===== config.mk =====
export PLATFORM = sky130hd
export DESIGN_NAME = laser_packet_assembler
export DESIGN_NICKNAME = d
export VERILOG_FILES = /design/src/rtl/laser_packet_assembler.sv
export SDC_FILE = /design/constraint.sdc
export NUM_CORES = 1
export LEC_CHECK = 0
export ABC_CLOCK_PERIOD_IN_PS = 7690
export CAP_MARGIN = 20
export CORE_MARGIN = 2
export CORE_UTILIZATION = 57
export CTS_CLUSTER_DIAMETER = 150
export DETAILED_ROUTE_END_ITERATION = 7
export PLACE_DENSITY = 0.74
export SYNTH_ARGS = -nofsm -noshare
export SYNTH_HDL_FRONTEND = slang
export SYNTH_SLANG_ARGS = --single-unit

===== constraint.sdc =====
create_clock -name clock -period 7.69 [get_ports clock]
set_input_delay 1.1535 -clock clock [delete_from_list [all_inputs] [get_ports clock]]
set_output_delay 1.1535 -clock clock [all_outputs]
set_load 0.005 [all_outputs]

===== src/rtl/laser_packet_assembler.sv =====
// ---------------------------------------------------------------------------
// laser_packet_assembler
//
// Frames the laser receiver's per-beat output into packets by header byte,
// counts each packet to its fixed length, forwards START/STOP payload beats
// through a small FIFO as a byte stream (data1 byte first, then data2 byte),
// and reports completion / errors of every packet to the top-level FSM.
//
// Ports:
//   clock       in   system clock
//   reset       in   synchronous active-high reset
//   data_valid  in   one-cycle beat strobe from the receiver
//   data1_in    in   [7:0] laser-1 byte of the beat (carries the header code)
//   data2_in    in   [7:0] laser-2 byte of the beat
//   out_ready   in   downstream (FTDI write side) accepts a byte this cycle
//   out_valid   out  out_data holds a valid byte
//   out_data    out  [7:0] payload byte stream
//   pkt_type    out  [2:0] type of last accepted header (0 none, 1 START,
//                    2 STOP, 3 ACK, 4 FAIL, 5 DONE)
//   pkt_done    out  one-cycle pulse: packet completed cleanly
//   pkt_error   out  one-cycle pulse: bad header, gap timeout or dropped beat
//   overflow    out  sticky: a payload beat was dropped on a full FIFO
//
// Build option:
//   LASER_HDR_MATCH_EN  when defined, a header beat is accepted only if
//                       data2_in repeats data1_in.
// ---------------------------------------------------------------------------
module laser_packet_assembler #(
    parameter int DEPTH       = 16,
    parameter int START_LEN   = 256,
    parameter int STOP_LEN    = 3,
    parameter int CTRL_LEN    = 2,
    parameter int GAP_TIMEOUT = 40
) (
    input  logic       clock,
    input  logic       reset,
    input  logic       data_valid,
    input  logic [7:0] data1_in,
    input  logic [7:0] data2_in,
    input  logic       out_ready,
    output logic       out_valid,
    output logic [7:0] out_data,
    output logic [2:0] pkt_type,
    output logic       pkt_done,
    output logic       pkt_error,
    output logic       overflow
);

    localparam int AW      = $clog2(DEPTH);
    localparam int MAX_LEN = (START_LEN > STOP_LEN)
                           ? ((START_LEN > CTRL_LEN) ? START_LEN : CTRL_LEN)
                           : ((STOP_LEN  > CTRL_LEN) ? STOP_LEN  : CTRL_LEN);
    localparam int BW      = $clog2(MAX_LEN + 1);
    localparam int GW      = $clog2(GAP_TIMEOUT + 1);

    typedef enum logic [2:0] {
        PKT_NONE  = 3'd0,
        PKT_START = 3'd1,
        PKT_STOP  = 3'd2,
        PKT_ACK   = 3'd3,
        PKT_FAIL  = 3'd4,
        PKT_DONE  = 3'd5
    } pkt_kind_e;

    typedef enum logic {IDLE, COLLECT} state_e;

    function automatic pkt_kind_e decode_header(input logic [7:0] code);
        case (code)
            8'hcc:   return PKT_START;
            8'h55:   return PKT_STOP;
            8'h11:   return PKT_ACK;
            8'hbb:   return PKT_FAIL;
            8'haa:   return PKT_DONE;
            default: return PKT_NONE;
        endcase
    endfunction

    function automatic logic [BW-1:0] pkt_len(input pkt_kind_e kind);
        case (kind)
            PKT_START: return BW'(START_LEN);
            PKT_STOP:  return BW'(STOP_LEN);
            default:   return BW'(CTRL_LEN);
        endcase
    endfunction

    state_e          state;
    pkt_kind_e       cur_type;
    logic [BW-1:0]   beat_cnt;
    logic [GW-1:0]   gap_cnt;
    logic            dropped;

    pkt_kind_e       hdr_type;
    logic            hdr_ok;
    logic            push_req;
    logic            push_ok;
    logic            drop_now;
    logic            pop;
    logic            fifo_full;
    logic            last_beat;

    logic [15:0]     mem [DEPTH];
    logic [AW-1:0]   wr_ptr;
    logic [AW-1:0]   rd_ptr;
    logic [AW:0]     fifo_cnt;
    logic            ser_valid;
    logic            ser_sel;
    logic [15:0]     ser_data;

    assign hdr_type = decode_header(data1_in);
`ifdef LASER_HDR_MATCH_EN
    assign hdr_ok   = (hdr_type != PKT_NONE) && (data2_in == data1_in);
`else
    assign hdr_ok   = (hdr_type != PKT_NONE);
`endif

    // The beat held by the serializer still occupies its FIFO slot; the slot
    // is retired (pop) only when the data2 byte leaves, so DEPTH counts every
    // beat not yet fully transmitted.
    assign fifo_full = (fifo_cnt == (AW+1)'(DEPTH));
    assign pop       = ser_valid && ser_sel && out_ready;
    assign push_req  = (state == COLLECT) && data_valid
                     && ((cur_type == PKT_START) || (cur_type == PKT_STOP));
    assign push_ok   = push_req && (!fifo_full || pop);
    assign drop_now  = push_req && !push_ok;
    assign last_beat = (beat_cnt == pkt_len(cur_type) - BW'(1));

    assign out_valid = ser_valid;
    assign out_data  = ser_sel ? ser_data[7:0] : ser_data[15:8];
    assign pkt_type  = cur_type;

    // Packet framing FSM with registered status outputs.
    always_ff @(posedge clock) begin
        if (reset) begin
            state     <= IDLE;
            cur_type  <= PKT_NONE;
            beat_cnt  <= '0;
            gap_cnt   <= '0;
            dropped   <= 1'b0;
            pkt_done  <= 1'b0;
            pkt_error <= 1'b0;
            overflow  <= 1'b0;
        end else begin
            // NOTE: sequential state uses non-blocking assignments so every
            // register samples pre-edge values; the default pulse clears
            // below are overridden by later assignments in the same block.
            pkt_done  <= 1'b0;
            pkt_error <= 1'b0;
            case (state)
                IDLE: begin
                    if (data_valid) begin
                        if (hdr_ok) begin
                            cur_type <= hdr_type;
                            beat_cnt <= BW'(1);
                            gap_cnt  <= '0;
                            dropped  <= 1'b0;
                            state    <= COLLECT;
                        end else begin
                            pkt_error <= 1'b1;
                        end
                    end
                end
                COLLECT: begin
                    if (data_valid) begin
                        // A beat arriving on the expiry cycle still wins.
                        gap_cnt  <= '0;
                        beat_cnt <= beat_cnt + BW'(1);
                        dropped  <= dropped | drop_now;
                        if (drop_now) begin
                            overflow <= 1'b1;
                        end
                        if (last_beat) begin
                            state <= IDLE;
                            if (dropped || drop_now) begin
                                pkt_error <= 1'b1;
                            end else begin
                                pkt_done  <= 1'b1;
                            end
                        end
                    end else if (gap_cnt == GW'(GAP_TIMEOUT - 1)) begin
                        // Queued payload is kept; only the framing aborts.
                        pkt_error <= 1'b1;
                        state     <= IDLE;
                    end else begin
                        gap_cnt <= gap_cnt + GW'(1);
                    end
                end
                default: state <= IDLE;
            endcase
        end
    end

    // NOTE: the FIFO storage has no reset; the pointers and count define
    // which entries are meaningful, so clearing the array buys nothing.
    always_ff @(posedge clock) begin
        if (push_ok) begin
            mem[wr_ptr] <= {data1_in, data2_in};
        end
    end

    // FIFO pointers and the two-byte serializer that reads the head entry.
    always_ff @(posedge clock) begin
        if (reset) begin
            wr_ptr    <= '0;
            rd_ptr    <= '0;
            fifo_cnt  <= '0;
            ser_valid <= 1'b0;
            ser_sel   <= 1'b0;
            ser_data  <= '0;
        end else begin
            if (push_ok) begin
                wr_ptr <= wr_ptr + AW'(1);
            end
            if (pop) begin
                rd_ptr <= rd_ptr + AW'(1);
            end
            fifo_cnt <= fifo_cnt + (AW+1)'(push_ok) - (AW+1)'(pop);

            if (pop) begin
                // Load the following entry on the same edge: no bubble.
                ser_sel <= 1'b0;
                if (fifo_cnt > (AW+1)'(1)) begin
                    ser_data  <= mem[rd_ptr + AW'(1)];
                    ser_valid <= 1'b1;
                end else begin
                    ser_valid <= 1'b0;
                end
            end else if (!ser_valid && (fifo_cnt != '0)) begin
                ser_data  <= mem[rd_ptr];
                ser_valid <= 1'b1;
                ser_sel   <= 1'b0;
            end else if (ser_valid && out_ready) begin
                ser_sel <= 1'b1;
            end
        end
    end

endmodule


**After elaboration in Yosys (flattened, before gate mapping)**

Memories as Yosys holds them, arrays and structs flattened. A register that Yosys moved wholly into a read port is not among the register bits.
Cells that the tools add are included.

- Flip-flop bits (word level): 54
- Output and inout port bits: 15
- Memories: 1
- Word-level logic and storage cells: 106
- Memory bits (writable): 256
- Input bits: 20

- Equality and inequality tests: 15
- Magnitude comparators: 1
- Mux-type cells: 40
- Bitwise operators: 4
- Reductions and logical operators: 24
- Add/subtract/negate cells: 7

Memory list:

| memory | depth | width | read ports | clocked after memory_dff | wr ports | line | RTL |
|---|---|---|---|---|---|---|---|
| mem | 16 | 16 | 2 | 1 | 1 | 101 | `logic [15:0] mem [DEPTH];` |

Operator list:

| kind | number |
|---|---|
| 2-to-1 mux 16 bit | 3 |
| one-hot mux 9 bit (2 select lines) | 2 |
| 2-to-1 mux 9 bit | 3 |
| == test 8 bit (second input constant) | 3 |
| 2-to-1 mux 6 bit | 4 |
| 2-to-1 mux 1 bit | 20 |
| one-hot mux 3 bit (5 select lines) | 1 |
| one-hot mux 6 bit (2 select lines) | 1 |
| AND reduction 3 bit | 4 |
| adder 9 x 1 -> 9 bit (second input constant) | 1 |
| == test 9 bit | 1 |
| subtractor 9 x 1 -> 9 bit (second input constant) | 1 |
| adder 4 x 1 -> 4 bit (second input constant) | 2 |
| == test 8 x 5 -> 1 bit (second input constant) | 1 |
| == test 8 x 7 -> 1 bit (second input constant) | 1 |
| logical AND 1 bit | 8 |
| 2-to-1 mux 4 bit | 2 |
| 2-to-1 mux 8 bit | 1 |
| adder 6 x 1 -> 6 bit (second input constant) | 1 |
| == test 6 bit (second input constant) | 1 |
| != test 2 bit (second input constant) | 3 |
| one-hot mux 1 bit (2 select lines) | 3 |
| adder 5 x 1 -> 5 bit | 1 |
| == test 5 bit (second input constant) | 1 |
| other kinds (16) | 22 |

**Depth between registers and ports, before layout**

- Depth in word-level cells: 11
- Mapped depth: 12
- Depth with buffers taken out: 12

**Worst setup path before layout**

Ideal clock, no wire load.

- Path type: input port to flip-flop
- From: in data_valid
- To: mem mem[3][0] (enable)
- Library setup time: 0.409 ns
- Arrival: 3.208 ns
- Cell stages on the path: 4
- Required time: 7.281 ns
- Path buffers: 0
- Slack: 4.073 ns
- Cells stage by stage: nand2_1 > a2111oi_4 > nand2_1 > nor3_1

- Word-level cells in the longest chain between the ends: 5

RTL lines:

| what | line | RTL |
|---|---|---|
| from (decl) | 37 | `input logic data_valid,` |
| logical AND 1 bit | 121 | `assign push_req = (state == COLLECT) && data_valid` |
| logical AND 1 bit | 122 | `&& ((cur_type == PKT_START) \|\| (cur_type == PKT_STOP));` |
| logical AND 1 bit | 123 | `assign push_ok = push_req && (!fifo_full \|\| pop);` |
| named net push_ok | 95 | `logic push_ok;` |
| 2-to-1 mux 1 bit | 195 | `if (push_ok) begin` |
| 2-to-1 mux 1 bit (not written as such) | 196 | `mem[wr_ptr] <= {data1_in, data2_in};` |
| to (decl) | 101 |  |

The timed path passes the listed nets, and every way through them passes these cells.

**Final worst setup path**

- From: in data_valid
- To: mem mem[14][11] (enable)

Same word-level chain as after synthesis.

==> results.cfg <==
[timing]
fin_skew_ns = 0.0192
timing.final.hold_violations = 0
setup_ws_ns = 3.56
worstMarginPinSlew_ns = 1.10
finalSetupViolCount = 0
drv_slew = 0
fmax_ghz = 0.242
timing.final.crit_share_pct = 53.7
fin_tns_setup_ns = 0
fin_crit_ns = 4.13
rsz0062_at_grt = false
slew_headroom_pct = 26.3

[setup_path]
cp_max_fo = 16
required_ns = 7.81
rrSetupSlack_ns = 3.96
crit_family = simple AND/OR/NAND/NOR gates
endpoint_kind = register
cpMaxStageDelayCell = nor2_2
criticalPathCategory = input pin to register
worstPathArrival_ns = 4.25
cp_common_cell = nand2_1
crit_path_max_incr_delay_ns = 0.91
cp-start-kind = input pin
crit_buf_inv = 1
crit_chain = clkdlybuf4s50_1, nand2_1, a2111oi_4, nand2_1, nor2_2

[layout]
fill_cells = 1771
multi_input_area_um2 = 5750
antennaDiodeCount = 0
area_delta_synth_final_pct = 12.1
drive_gt1_share_pct = 28.0
regArea_um2 = 8860
nets = 949

[power_and_ir_drop]
p_per_area_nw_per_um2 = 214
ir_drop_mv = 0.190
p_leak_nw = 5.08

[floorplanning]
die_h_um = 166
die_w_um = 166
core.rowCount = 59
ios = 35
start_util_pct = 57.7
coreArea_um2 = 25800
die-area_um2 = 27500

[yosys]
synthMostInstantiatedCell = edfxtp_1
synth-seq-cells = 314
synth_fp_nets = 918
synth_common_cells = edfxtp_1, mux4_2, nor2_1
syn_inst = 881
synth_edf_count = 256
yosysSeqAreaShare_pct = 59.3
yosysUniqueCellTypes = 74
yosysWarnings = 0
netlist_area_um2 = 14900
synthTopCellsByArea = edfxtp_1, mux4_2, dfxtp_1
async_flop_share_pct = 0
synth_top_area_share_pct = 51.6
yosysTopAreaCell = edfxtp_1
synth_flop_cell = edfxtp_1
syn_avg_cell_area_um2 = 16.9

[drt]
routed_wl_mm = 35.5
drtIter0Drc = 1015
routedWlPerCell_um = 27.9
drc = 0
viasPerCell = 6.79
ant_nets = 0
first_pass_iters = 5
vias = 8632

[placed_design]
post-place-ws_ns = 3.03
routabilityCongestion = 0.867
portBuffers = 34
dp_hpwl_mm = 22.5

[grt]
grt-ovfl-total = 0
grt_antenna_before_repair = 0
grt_pass1_vias = 8558
groute.usage.overall_pct = 26.2
grt_max_degree = 66
grt_pass1_wl_mm = 54.1

[clocking]
cts_setup_buffers = 0
cts_max_level = 2
cts_buffers = 35
cts_tree = built
root_buffer = clkbuf_16
cts_resized = 0
clk_latency_ns = 0.52
numClockSinks = 314
ctsHoldBuffers = 0
cts.path.max_buffers = 3
clk_pin_slew_ns = 0.06

[flow_run]
maxCapViolCount = 0

[worst_hold_path]
hold_path.class = register to register

[run_status]
status = complete, no violations
per-stage QoR:
step                      power [mW]  instance area [µm²]  hold slack (ns)  utilization [%]  cells
after CTS                       3.60                16700            0.472             64.6   1268
after floorplan                 1.93                14900            0.443                -    881
after detailed placement        1.98                15600            0.463             60.2   1207
final                           3.58                16700            0.473             64.7   1271
after global placement          1.98                15500            0.451             60.0   1204
after global routing            3.68                16700            0.509             64.7   1271
logic make-up (layout without fill, tap and decap cells):
kind of cell | Yosys count | count (layout) | share of synthesized area, %
compound gates | 98 | 98 | 5.14
xor+xnor | 14 | 14 | 0.923
fa+ha+maj | 17 | 17 | 1.48
buf+inv | 75 | 130 | 2.53
flops | 314 | 314 | 59.3
mux | 170 | 170 | 23.6
simple gates | 193 | 193 | 6.99
layout make-up:
type                    instances  share of cell area, %
well taps                     335                   2.51
repair buffers                 52                   3.04
inverters                      17                  0.382
clock buffers                  44                   5.63
clock inverters                17                   1.11
flip-flops and latches        314                   53.0
multi-input cells             492                   34.4
worst paths after layout:
check                            startpoint                        end  depth (start not counted)
hold reg to reg   ser_data[15]$_SDFFE_PP0P_  ser_data[15]$_SDFFE_PP0P_                          2
setup reg to reg     rd_ptr[0]$_SDFFE_PP0P_   ser_data[3]$_SDFFE_PP0P_                          6
setup / recovery                 data_valid      mem[14][11]$_DFFE_PP_                          5
hold / removal    ser_data[15]$_SDFFE_PP0P_  ser_data[15]$_SDFFE_PP0P_                          2
tightest hold or removal path: stages, from the launching register on:
cell and delay (ns):
dfxtp_1 0.30, inv_1 0.05, a2111oi_0 0.07
per-layer routing:
metal	share of wire, %	GRT usage (%)	vias to the layer above
met1	39	36.1	4422
met4	4.4	11.7	0
met3	7.9	4.39	79
li1	-	-	3694
met2	48	41.7	437
met5	0	0	-
report_power, final:
part	internal, mW	total [mW]	switching [mW]
registers	1.84	1.86	0.0110
clock network	0.973	1.63	0.661
logic	0.0389	0.0922	0.0534
total	2.86	3.58	0.726
layout by cell type (no fill, tap or decap), types with 12 or more instances in the layout:
cell and count:
nor2b_1 15, inv_1 16, nor4b_1 15, clkdlybuf4s50_1 33, a211oi_1 16, mux4_2 135
nand2_1 27, mux2i_1 18, a2bb2oi_1 14, a21oi_1 19, clkbuf_16 36, edfxtp_1 256
ha_1 15, dfxtp_1 54, buf_4 12, nor2_1 62, nor2_2 12
flip-flops by register name, indices dropped and copies added, names as in the netlist, named ones only:
| name | flops |
|---|---|
| dropped | 1 |
| pkt_error | 1 |
| pkt_type | 3 |
| state | 1 |
| pkt_done | 1 |
| wr_ptr | 4 |
| overflow | 1 |
| mem | 256 |
| fifo_cnt | 5 |
| ser_sel | 1 |
| gap_cnt | 6 |
| rd_ptr | 4 |
| out_valid | 1 |
| beat_cnt | 9 |
| ser_data | 16 |
Power figures use the tool's default switching activity.
